File: src/rtl/inhibit_register.sv
// Serial-to-parallel inhibit register: assembles an odd-parity word from serial bits,
// then drives the per-bit inhibit lines for a fixed window when the write phase starts.
//
// state     | meaning
// ----------+----------------------------------------------------------
// S_COLLECT | shifting serial bits into the word, LSB first
// S_FULL    | word complete with parity, waiting for wr_go
// S_DRIVE   | inhibit drivers enabled for INH_CYCLES clocks
module inhibit_register #(
    parameter int NBITS      = 13,
    parameter int INH_CYCLES = 4
) (
    input  logic             i_clk,
    input  logic             i_rstn,
    input  logic             i_bit_strobe,
    input  logic             i_sdata,
    input  logic             i_syl_start,
    input  logic             i_wr_go,
    input  logic             i_clr_err,
    output logic [NBITS:0]   o_word,
    output logic             o_full,
    output logic             o_inh_en,
    output logic [NBITS:0]   o_inh,
    output logic             o_done,
    output logic             o_ovr,
    output logic             o_unr
);

    typedef enum logic [1:0] {
        S_COLLECT = 2'd0,
        S_FULL    = 2'd1,
        S_DRIVE   = 2'd2
    } state_t;

    localparam logic [3:0] LAST_IDX = 4'(NBITS - 1);
    localparam logic [3:0] DRV_LOAD = 4'(INH_CYCLES - 1);

    state_t         r_state;
    state_t         w_state_nxt;
    logic [3:0]     r_cnt;
    logic [3:0]     w_cnt_nxt;
    logic [3:0]     r_drv_cnt;
    logic [3:0]     w_drv_cnt_nxt;
    logic [NBITS:0] r_word;
    logic [NBITS:0] w_word_nxt;
    logic           r_done;
    logic           w_done_nxt;
    logic           r_ovr;
    logic           r_unr;
    logic [3:0]     w_idx;
    logic           w_last;
    logic           w_drv_tc;

    // A syllable start coinciding with a strobe makes that strobe bit 0.
    assign w_idx    = i_syl_start ? 4'd0 : r_cnt;
    assign w_last   = i_bit_strobe && (w_idx == LAST_IDX);
    assign w_drv_tc = (r_drv_cnt == 4'd0);

    always_ff @(posedge i_clk or negedge i_rstn) begin
        if (!i_rstn) begin
            r_state <= S_COLLECT;
        end else begin
            r_state <= w_state_nxt;
        end
    end

    always_comb begin
        w_state_nxt = r_state;
        case (r_state)
            S_COLLECT: if (w_last)   w_state_nxt = S_FULL;
            S_FULL:    if (i_wr_go)  w_state_nxt = S_DRIVE;
            S_DRIVE:   if (w_drv_tc) w_state_nxt = S_COLLECT;
            default:                 w_state_nxt = S_COLLECT;
        endcase
    end

    always_comb begin
        o_full   = (r_state == S_FULL);
        o_inh_en = (r_state == S_DRIVE);
        o_inh    = (r_state == S_DRIVE) ? ~r_word : '0;
        o_word   = r_word;
        o_done   = r_done;
        o_ovr    = r_ovr;
        o_unr    = r_unr;
    end

    always_comb begin
        w_word_nxt    = r_word;
        w_cnt_nxt     = r_cnt;
        w_drv_cnt_nxt = r_drv_cnt;
        w_done_nxt    = 1'b0;
        case (r_state)
            S_COLLECT: begin
                if (i_syl_start) begin
                    w_word_nxt = '0;
                    w_cnt_nxt  = 4'd0;
                end
                if (i_bit_strobe) begin
                    w_word_nxt[w_idx] = i_sdata;
                    if (w_last) begin
                        w_word_nxt[NBITS] = ~(^w_word_nxt[NBITS-1:0]);
                        w_cnt_nxt         = 4'd0;
                    end else begin
                        w_cnt_nxt = 4'(w_idx + 4'd1);
                    end
                end
            end
            S_FULL: begin
                if (i_wr_go) w_drv_cnt_nxt = DRV_LOAD;
            end
            S_DRIVE: begin
                if (w_drv_tc) begin
                    w_done_nxt = 1'b1;
                    w_word_nxt = '0;
                end else begin
                    w_drv_cnt_nxt = 4'(r_drv_cnt - 4'd1);
                end
            end
            default: ;
        endcase
    end

    always_ff @(posedge i_clk or negedge i_rstn) begin
        if (!i_rstn) begin
            r_word    <= '0;
            r_cnt     <= 4'd0;
            r_drv_cnt <= 4'd0;
            r_done    <= 1'b0;
            r_ovr     <= 1'b0;
            r_unr     <= 1'b0;
        end else begin
            r_word    <= w_word_nxt;
            r_cnt     <= w_cnt_nxt;
            r_drv_cnt <= w_drv_cnt_nxt;
            r_done    <= w_done_nxt;
            // A new error event wins over a simultaneous clear.
            r_ovr     <= (r_ovr & ~i_clr_err) | (i_bit_strobe & (r_state != S_COLLECT));
            r_unr     <= (r_unr & ~i_clr_err) | (i_wr_go & (r_state != S_FULL));
        end
    end

endmodule
File: config.mk
export PLATFORM = sky130hd
export DESIGN_NAME = inhibit_register
export DESIGN_NICKNAME = d
export VERILOG_FILES = /design/src/rtl/inhibit_register.sv
export SDC_FILE = /design/constraint.sdc
export NUM_CORES = 1
export LEC_CHECK = 0
export BUFFER_PORTS_ARGS = -buffer_cell sky130_fd_sc_hd__buf_2
export CAP_MARGIN = 40
export CORE_UTILIZATION = 26
export CTS_BUF_LIST = sky130_fd_sc_hd__clkbuf_16
export CTS_CLUSTER_DIAMETER = 80
export DETAILED_ROUTE_END_ITERATION = 10
export GPL_TIMING_DRIVEN = 0
export PLACE_DENSITY = 0.53
export SLEW_MARGIN = 0
export SYNTH_ARGS = -nofsm -noshare
export SYNTH_HDL_FRONTEND = slang
export SYNTH_SLANG_ARGS = --single-unit
File: constraint.sdc
create_clock -name i_clk -period 2.3 [get_ports i_clk]
set_clock_uncertainty 0.15 [all_clocks]
set_input_delay 0.23 -clock i_clk [delete_from_list [all_inputs] [get_ports i_clk]]
set_output_delay 0.23 -clock i_clk [all_outputs]
set_load 0.1 [all_outputs]
==> impl_metrics.csv, run 1 <==
group,metric,value,unit
run_status,outcome,"finished clean",
min_path,min_path_cells,2,
global_route,antenna_found_initial,0,
cells_and_area,multi_input_area,1160,um2
logic_synthesis,yosys_warnings,0,
logic_synthesis,syn_inst,237,
power_and_ir_drop,internal-power,1.16,mW
power_and_ir_drop,p_comb_frac,0.624,
clock_tree,cts_tree,"yes",
routing,first_pass_iters,4,
cells_and_area,fillCellCount,788,
cells_and_area,layout_common_cells,"37 x nor2_1, 31 x buf_2, 27 x o21ai_0, 19 x nand2_1, 17 x dfrtp_1",
global_route,grt_pass1_wl,8980,um
routing,m1WireLength,2570,um
timing,timing.final.crit_share,0.976,
global_route,grt_pass1_vias,1752,
global_route,grt_max_degree,28,
routing,drt_iter0_drc,47,
cells_and_area,layout.area.seq,688,um2
placed_design,dp_hpwl,3960,um
logic_synthesis,synth_top_area_frac,0.352,
routing,dr_wl_met2,2590,um
logic_synthesis,syn-num-nets,246,
cells_and_area,drive_above_1_share,0.281,
critical_path,critPathMaxFanout,10,
logic_synthesis,synth.distinct_cells,40,
logic_synthesis,avgSynthCellArea,8.11,um2
critical_path,r2r_start,"r_cnt[2]",
routing,highest_layer,"met4",
critical_path,cp_cell_sequence,"buf_2, buf_4, nand3b_1, a21oi_2, o21ai_2, xor2_2, xnor2_1, or3b_1, nand3_1",
power_and_ir_drop,ir_drop,0.578,mV
critical_path,worstSetupPathType,"reg -> reg",
timing,period_needed,2.25,ns
placed_design,gp_congestion,0.888,
timing,maxSlewHeadroom,0.567,
power_and_ir_drop,leakage,1.11,nW
routing,via_per_inst,4.89,
logic_synthesis,ys_seq_area_frac,0.352,
power_and_ir_drop,finalPower,2.79,mW
die,rows,30,
critical_path,reg2reg_slack,0.05,ns
cells_and_area,nets,288,
clock_tree,clkLatencyLatePin,0.27,ns
clock_tree,root_buffer,"clkbuf_16",
logic_synthesis,synth_ff_type,"dfrtp_1",
timing,tightest_slew,0.650,ns
clock_tree,clk_pin_slew,0.07,ns
power_and_ir_drop,p_sw,1.63,mW
routing,drt-total-wl,5460,um
clock_tree,cts.sinks,27,
min_path,hold_path.class,"in -> reg",
critical_path,crit_required,2.36,ns
clock_tree,clockBufferDepth,2,
die,pin_count,40,
critical_path,reg2regPathDepth,9,
power_and_ir_drop,sw_frac_of_total,0.584,
routing,drc,0,
power_and_ir_drop,seqPwrFrac,0.225,
clock_tree,cts_htree_levels,1,
timing,hold_violations,0,
critical_path,critPathMaxStageDelay,0.36,ns
die,start_util,0.275,
global_route,grt_usage,0.150,
logic_synthesis,async_reset_ff_frac,1.00,
critical_path,worstPathArrival,2.30,ns
critical_path,startpoint_type,"flop",
cells_and_area,num_antenna_cells,0,
logic_synthesis,synth_edf_count,0,
die,die_area,7740,um2
min_path,min-delay-start,"i_clr_err",
clock_tree,cts_buffers,3,
logic_synthesis,syn_area,1920,um2
min_path,holdPathEnd,"o_ovr",
routing,routedWlPerCell,14.6,um
timing,finalSetupViolCount,0,
logic_synthesis,synth_top_area_cell,"dfrtp_1",
logic_synthesis,ys_seq_elements,27,
critical_path,reg2reg_to,"o_word[13]",
die,die_w,88.0,um
clock_tree,post_cts_buffers,0,
routing,ant_nets,0,
cells_and_area,layout_commonest_cell,"nor2_1",
timing,timing.fmax,445,MHz
routing,vias,1830,
die,core,6980,um2
global_route,globalRoute.totalOverflow,0,
timing,slew_violations,0,
cells_and_area,syn_to_final_growth,24.5,%
power_and_ir_drop,power.density,1170,nW/um2
routing,met3_length,289,um
placed_design,port-buffer-count,37,
critical_path,critPathSlowestCell,"dfrtp_1",
flow_run,maxCapViolCount,0,
critical_path,crit_path_end_kind,"flop",
logic_synthesis,synth_area_leaders,"dfrtp_1 35%, o21ai_0 7.3%, nor2_1 7.2%",
timing,timing.hold.ws,0.00975,ns
timing,rsz0062_at_grt,"true",
power_and_ir_drop,pwr-share-clk,0.151,
die,dieHeight,88.0,um
[kinds of logic after synthesis]
group | synth area share
DFF | 0.352
buffers and inverters | 0.0658
AOI/OAI and AO/OA | 0.171
xor gates and xnor gates | 0.0840
muxes | 0.0469
and+or+nand+nor | 0.268
adders and majority gates | 0.0130
[cell usage after synthesis, types with 3 or more instances]
cell / count
mux2i_1: 9
xor2_1: 4
a32o_1: 3
o31ai_1: 3
nand2_1: 19
nor2b_1: 6
xnor2_1: 10
buf_2: 5
a31oi_1: 6
nor3_1: 7
buf_6: 3
dfrtp_1: 27
clkbuf_1: 8
nor2_1: 37
a21oi_1: 12
or2_2: 3
inv_1: 8
nand3_1: 10
o21ai_0: 28
[power by group through the flow]
stage	sequential (mW)	clock, mW	combinational (mW)
6_report	0.629	0.421	1.74
5_1_grt	0.643	0.447	1.85
4_1_cts	0.625	0.432	1.72
3_5_place_dp	0.633	0	1.67
3_3_place_gp	0.632	0	1.67
2_1_floorplan	0.762	0	1.25
[sequential cells by signal, indices dropped and copies added (netlist names)]
signal	cells
r_drv_cnt	4
o_ovr	1
r_state	2
o_word	14
r_cnt	4
o_done	1
o_unr	1
[worst max path at each step]
| stage | startpoint | end | slack [ns] | depth (start not counted) |
|---|---|---|---|---|
| floorplan | r_state[0] | o_inh[10] | -0.34 | 5 |
| global placement | r_state[0] | o_word[11] | -0.29 | 8 |
| detailed placement | r_state[0] | o_word[11] | -0.29 | 8 |
| CTS | r_cnt[0] | o_word[12] | 0.01 | 7 |
| global route | r_cnt[3] | o_word[13] | -0.09 | 9 |
| finish | r_cnt[2] | o_word[13] | 0.05 | 9 |
[routing by layer]
layer,vias up,GRT usage
li1,900,-
met1,880,0.209
met2,48,0.238
met3,2,0.0320
met4,0,0.0313
met5,-,0
[what timing repair did]
item | in CTS | in global routing
hold endpoints to repair | 27 | 0
setup endpoints to repair | 15 | 19
cloned | 0 | 0
resized for setup | 14 | 10
hold buffers | 1 | 0
[area by class of cell]
| type | instances | area share |
|---|---|---|
| Tap cell | 96 | 0.0502 |
| Buffer | 16 | 0.0408 |
| Sequential cell | 27 | 0.288 |
| Inverter | 8 | 0.0125 |
| Clock inverter | 1 | 0.00209 |
| Clock buffer | 3 | 0.0314 |
| Timing Repair Buffer | 38 | 0.0920 |
| Multi-Input combinational cell | 185 | 0.484 |
[critical path, delay by kind of cell, from the launching register on]
| family | cells | cell delay, ns |
|---|---|---|
| xor+xnor | 2 | 0.35 |
| buf+inv | 2 | 0.37 |
| flops | 1 | 0.36 |
| compound gates | 2 | 0.26 |
| simple gates | 3 | 0.68 |
[through the flow]
stage	util	TNS, ns	instance area (um2)	setup slack, ns	cells
floorplan	-	-4.12	1940	-0.337	237
global placement	0.321	-1.57	2240	-0.290	370
detailed placement	0.321	-1.81	2240	-0.289	370
CTS	0.338	0	2360	0.00967	374
global route	0.343	-0.0872	2390	-0.0872	374
finish	0.343	0	2390	0.0548	374
Power figures use the tool's default switching activity.
==> inputs of run 2 (changes only) <==
--- a/config.mk
+++ b/config.mk
@@ -12,6 +12,7 @@
 export CTS_CLUSTER_DIAMETER = 80
 export DETAILED_ROUTE_END_ITERATION = 10
 export GPL_TIMING_DRIVEN = 0
+export HOLD_SLACK_MARGIN = 0.03
 export PLACE_DENSITY = 0.53
 export SLEW_MARGIN = 0
 export SYNTH_ARGS = -nofsm -noshare
==> impl_metrics.csv, run 2 (same netlist as run 1, synthesis figures left out) <==
group,metric,value,unit
critical_path,critPathTopFamily,"simple AND/OR/NAND/NOR gates",
critical_path,critPathMaxFanout,10,
flow_run,maxCapViolCount,0,
timing,tightest_slew,0.648,ns
timing,timing.final.crit_share,0.977,
min_path,hold_path.class,"in -> reg",
routing,via_per_inst,4.85,
routing,drt-total-wl,5460,um
cells_and_area,nets,289,
global_route,grt_max_degree,28,
clock_tree,cts_htree_levels,1,
critical_path,critPathMaxStageDelay,0.36,ns
die,die_w,88.0,um
clock_tree,cts.sinks,27,
critical_path,worstPathArrival,2.30,ns
timing,setup_tns,0,ns
critical_path,cp_cell_sequence,"buf_2, buf_4, nand3b_1, a21oi_2, o21ai_2, xor2_2, xnor2_1, or3b_1, nand3_1",
die,start_util,0.275,
clock_tree,cts_tree,"yes",
critical_path,worstSetupPathType,"reg -> reg",
cells_and_area,syn_to_final_growth,25.1,%
routing,drc,0,
timing,rsz0062_at_grt,"true",
cells_and_area,num_antenna_cells,0,
power_and_ir_drop,ir_drop,0.577,mV
power_and_ir_drop,leakage,1.11,nW
global_route,grt_pass1_vias,1752,
clock_tree,cts_buffers,3,
global_route,globalRoute.totalOverflow,0,
cells_and_area,layout_common_cells,"37 x nor2_1, 31 x buf_2, 27 x o21ai_0, 19 x nand2_1, 17 x dfrtp_1",
routing,routedWlPerCell,14.6,um
routing,vias,1817,
global_route,grt_usage,0.150,
routing,drt_iter0_drc,54,
die,rows,30,
cells_and_area,layout_commonest_cell,"nor2_1",
placed_design,gp_congestion,0.888,
critical_path,critPathSlowestCell,"dfrtp_1",
timing,finalSetupViolCount,0,
cells_and_area,drive_above_1_share,0.280,
routing,first_pass_iters,4,
die,core,6980,um2
clock_tree,clockBufferDepth,2,
critical_path,startpoint_type,"flop",
timing,hold_violations,0,
timing,slew_violations,0,
cells_and_area,largest_reg_flops,14,
routing,ant_nets,0,
placed_design,dp_hpwl,3960,um
power_and_ir_drop,power.density,1160,nW/um2
power_and_ir_drop,finalPower,2.79,mW
placed_design,port-buffer-count,37,
clock_tree,clk_pin_slew,0.07,ns
timing,maxSlewHeadroom,0.568,
clock_tree,root_buffer,"clkbuf_16",
die,die_area,7740,um2
clock_tree,clkLatencyLatePin,0.27,ns
die,dieHeight,88.0,um
critical_path,crit_buf_inv,2,
global_route,grt_pass1_wl,8980,um
global_route,antenna_found_initial,0,
run_status,outcome,"finished clean",
critical_path,crit_path_end_kind,"flop",
timing,timing.fmax,445,MHz
timing,period_needed,2.25,ns
die,pin_count,40,
critical_path,crit_required,2.35,ns
-- run 2: final cells by class --
type | instances | area, um2
fill | 786 | 4580
multi-input combinational | 185 | 1160
sequential | 27 | 688
timing repair buffer | 39 | 230
tap | 96 | 120
buffer | 16 | 97.6
clock buffer | 3 | 75.1
inverter | 8 | 30.0
clock inverter | 1 | 5.00
-- run 2: metal layers --
layer  part of all wire  GRT usage
met1               0.47      0.209
met2               0.47      0.238
met3              0.051     0.0320
met4             0.0022     0.0313
met5                  0          0
-- run 2: final timing paths --
path / slack (ns) / endpoint / depth (start not counted) / startpoint
max: 0.05 / o_word[13] / 9 / r_cnt[2]
min: 0.1 / o_unr / 3 / i_wr_go
max reg2reg: 0.05 / o_word[13] / 9 / r_cnt[2]
min reg2reg: 0.35 / r_drv_cnt[0] / 1 / r_drv_cnt[0]
max in group asynchronous: 1.18 / o_word[8] / 2 / i_rstn
min in group asynchronous: 0.37 / r_drv_cnt[3] / 2 / i_rstn
-- run 2: per-stage QoR --
step / cell area [um2] / cells / setup WS [ns] / hold slack [ns] / utilization
floorplan: 1940 / 237 / -0.337 / -0.216 / -
global placement: 2240 / 370 / -0.290 / 0.146 / 0.321
detailed placement: 2240 / 370 / -0.289 / 0.150 / 0.321
CTS: 2370 / 375 / 0.00967 / 0.0971 / 0.340
global route: 2400 / 375 / -0.0872 / 0.117 / 0.344
finish: 2400 / 375 / 0.0539 / 0.0990 / 0.344
-- run 2: tightest hold or removal path, cell delays in order --
cell and delay, ns:
buf_2 0.10, inv_1 0.07, o22ai_1 0.08
-- run 2: where the power goes --
part / total, mW / internal [mW] / switching (mW)
combinational: 1.74 / 0.377 / 1.37
sequential: 0.629 / 0.550 / 0.0790
clock: 0.419 / 0.236 / 0.183
-- run 2: what timing repair did --
action                                  4_1_cts  5_1_grt
resized for setup                            14       10
setup buffers                                 0        0
endpoints found under the setup margin       15       19
hold endpoints to repair                     29        0
cloned                                        0        0
hold buffers                                  2        0
==> inputs of run 3 (changes only) <==
--- a/config.mk
+++ b/config.mk
@@ -14,6 +14,7 @@
 export GPL_TIMING_DRIVEN = 0
 export HOLD_SLACK_MARGIN = 0.03
 export PLACE_DENSITY = 0.53
+export RECOVER_POWER = 50
 export SLEW_MARGIN = 0
 export SYNTH_ARGS = -nofsm -noshare
 export SYNTH_HDL_FRONTEND = slang
==> impl_metrics.csv, run 3 (same netlist as run 1, synthesis figures left out) <==
group,metric,value,unit
critical_path,crit_required,2.35,ns
clock_tree,cts_buffers,3,
cells_and_area,layout_commonest_cell,"nor2_1",
routing,drt-total-wl,5460,um
timing,rsz0062_at_grt,"true",
critical_path,critPathTopFamily,"simple AND/OR/NAND/NOR gates",
cells_and_area,final_util,0.341,
clock_tree,clkLatencyLatePin,0.27,ns
routing,ant_nets,0,
timing,tightest_slew,1.17,ns
cells_and_area,final_cell_count_no_fill,375,
critical_path,crit_path_end_kind,"flop",
cells_and_area,layout.area.seq,688,um2
routing,drc,0,
timing,setup_tns,0,ns
min_path,hold_path.class,"in -> reg",
routing,vias,1831,
timing,finalSetupViolCount,0,
die,die_w,88.0,um
clock_tree,cts.sinks,27,
critical_path,critPathMaxStageDelay,0.36,ns
die,start_util,0.275,
cells_and_area,syn_to_final_growth,24.0,%
clock_tree,clk_pin_slew,0.07,ns
power_and_ir_drop,ir_drop,0.576,mV
global_route,grt_pass1_vias,1752,
critical_path,cp_cell_sequence,"buf_2, buf_4, nand3b_1, a21oi_2, o21ai_2, xor2_2, xnor2_1, or3b_1, nand3_1",
timing,slew_violations,0,
cells_and_area,largest_reg_flops,14,
timing,timing.final.crit_share,0.973,
critical_path,crit_buf_inv,2,
placed_design,gp_congestion,0.888,
critical_path,crit_end,"o_word[13]",
global_route,globalRoute.totalOverflow,0,
cells_and_area,fillCellCount,791,
critical_path,critPathMaxFanout,10,
clock_tree,clockBufferDepth,2,
power_and_ir_drop,finalPower,2.78,mW
timing,timing.fmax,447,MHz
critical_path,startpoint_type,"flop",
power_and_ir_drop,power.density,1170,nW/um2
clock_tree,cts_tree,"yes",
critical_path,r2r_start,"r_cnt[2]",
critical_path,startpoint,"r_cnt[2]",
cells_and_area,num_antenna_cells,0,
critical_path,critPathSlowestCell,"dfrtp_1",
placed_design,dp.cells,370,
placed_design,port-buffer-count,37,
cells_and_area,layout_common_cells,"37 x nor2_1, 27 x o21ai_0, 19 x clkbuf_1, 19 x nand2_1, 17 x dfrtp_1",
routing,first_pass_iters,4,
routing,drt_iter0_drc,59,
timing,hold_violations,0,
die,dieHeight,88.0,um
run_status,outcome,"finished clean",
die,rows,30,
critical_path,reg2regPathDepth,9,
cells_and_area,drive_above_1_share,0.226,
cells_and_area,nets,289,
critical_path,cp.depth,9,
critical_path,reg2reg_to,"o_word[13]",
flow_run,maxCapViolCount,0,
die,core,6980,um2
routing,routedWlPerCell,14.6,um
min_path,min-delay-start,"i_wr_go",
global_route,grt_usage,0.150,
clock_tree,post_cts_buffers,0,
global_route,grt_pass1_wl,8980,um
clock_tree,root_buffer,"clkbuf_16",
cells_and_area,multi_input_area,1150,um2
placed_design,dp_hpwl,3960,um
routing,via_per_inst,4.88,
die,pin_count,40,
timing,period_needed,2.24,ns
critical_path,reg2reg_slack,0.06,ns
power_and_ir_drop,leakage,1.05,nW
global_route,antenna_found_initial,0,
clock_tree,cts_htree_levels,1,
critical_path,worstPathArrival,2.29,ns
timing,maxSlewHeadroom,0.223,
critical_path,worstSetupPathType,"reg -> reg",
global_route,grt_max_degree,28,
die,die_area,7740,um2
==> run 3: cell types whose count changed in the layout (fill, tap and decap cells not counted) <==
cell,change
clkbuf_2,+1
buf_2,-15
clkbuf_1,+14
nor2b_1,+1
nor2b_2,-1
==> run 3: through the flow <==
stage | area (um2) | hold WS [ns] | worst slack (ns)
after floorplan | 1940 | -0.216 | -0.337
after global placement | 2240 | 0.146 | -0.290
after detailed placement | 2240 | 0.150 | -0.289
after CTS | 2370 | 0.0971 | 0.00967
after global routing | 2380 | 0.117 | -0.0872
final | 2380 | 0.0998 | 0.0629
==> run 3: what timing repair did <==
action,CTS,global route
setup endpoints to repair,15,19
endpoints found under the hold margin,29,0
gates resized for setup,14,10
hold buffers,2,0
==> run 3: metal layers <==
| metal | vias up | share of wire | GRT usage |
|---|---|---|---|
| li1 | 904 | - | - |
| met1 | 882 | 0.48 | 0.209 |
| met2 | 45 | 0.47 | 0.238 |
| met3 | 0 | 0.050 | 0.0320 |
| met4 | 0 | 0 | 0.0313 |
| met5 | - | 0 | 0 |
==> run 3: layout make-up <==
type / instances / area share
clock inverter: 1 / 0.00210
timing repair buffer: 39 / 0.0892
buffer: 16 / 0.0409
clock buffer: 3 / 0.0315
multi-input combinational: 185 / 0.485
tap: 96 / 0.0504
inverter: 8 / 0.0126
sequential: 27 / 0.289
==> run 3: how the worst min path moves through the flow <==
stage                   endpoint  slack, ns  cells past startpoint
finish                     o_unr        0.1                      3
global route               o_unr       0.12                      3
CTS                        o_unr        0.1                      3
detailed placement  r_drv_cnt[1]       0.15                      1
global placement    r_drv_cnt[1]       0.15                      1
floorplan                 o_done      -0.22                      0
==> run 3: power breakdown <==
group / total [mW] / internal, mW / switching [mW]
combinational: 1.74 / 0.372 / 1.37
clock: 0.418 / 0.236 / 0.182
sequential: 0.629 / 0.550 / 0.0787
total: 2.78 / 1.16 / 1.63
==> run 3: worst reg2reg max path, delay by kind of cell (launching register included) <==
kind / cells / cell delay, ns
simple gates: 3 / 0.68
flops: 1 / 0.36
buf+inv: 2 / 0.37
compound gates: 2 / 0.26
xor+xnor: 2 / 0.35
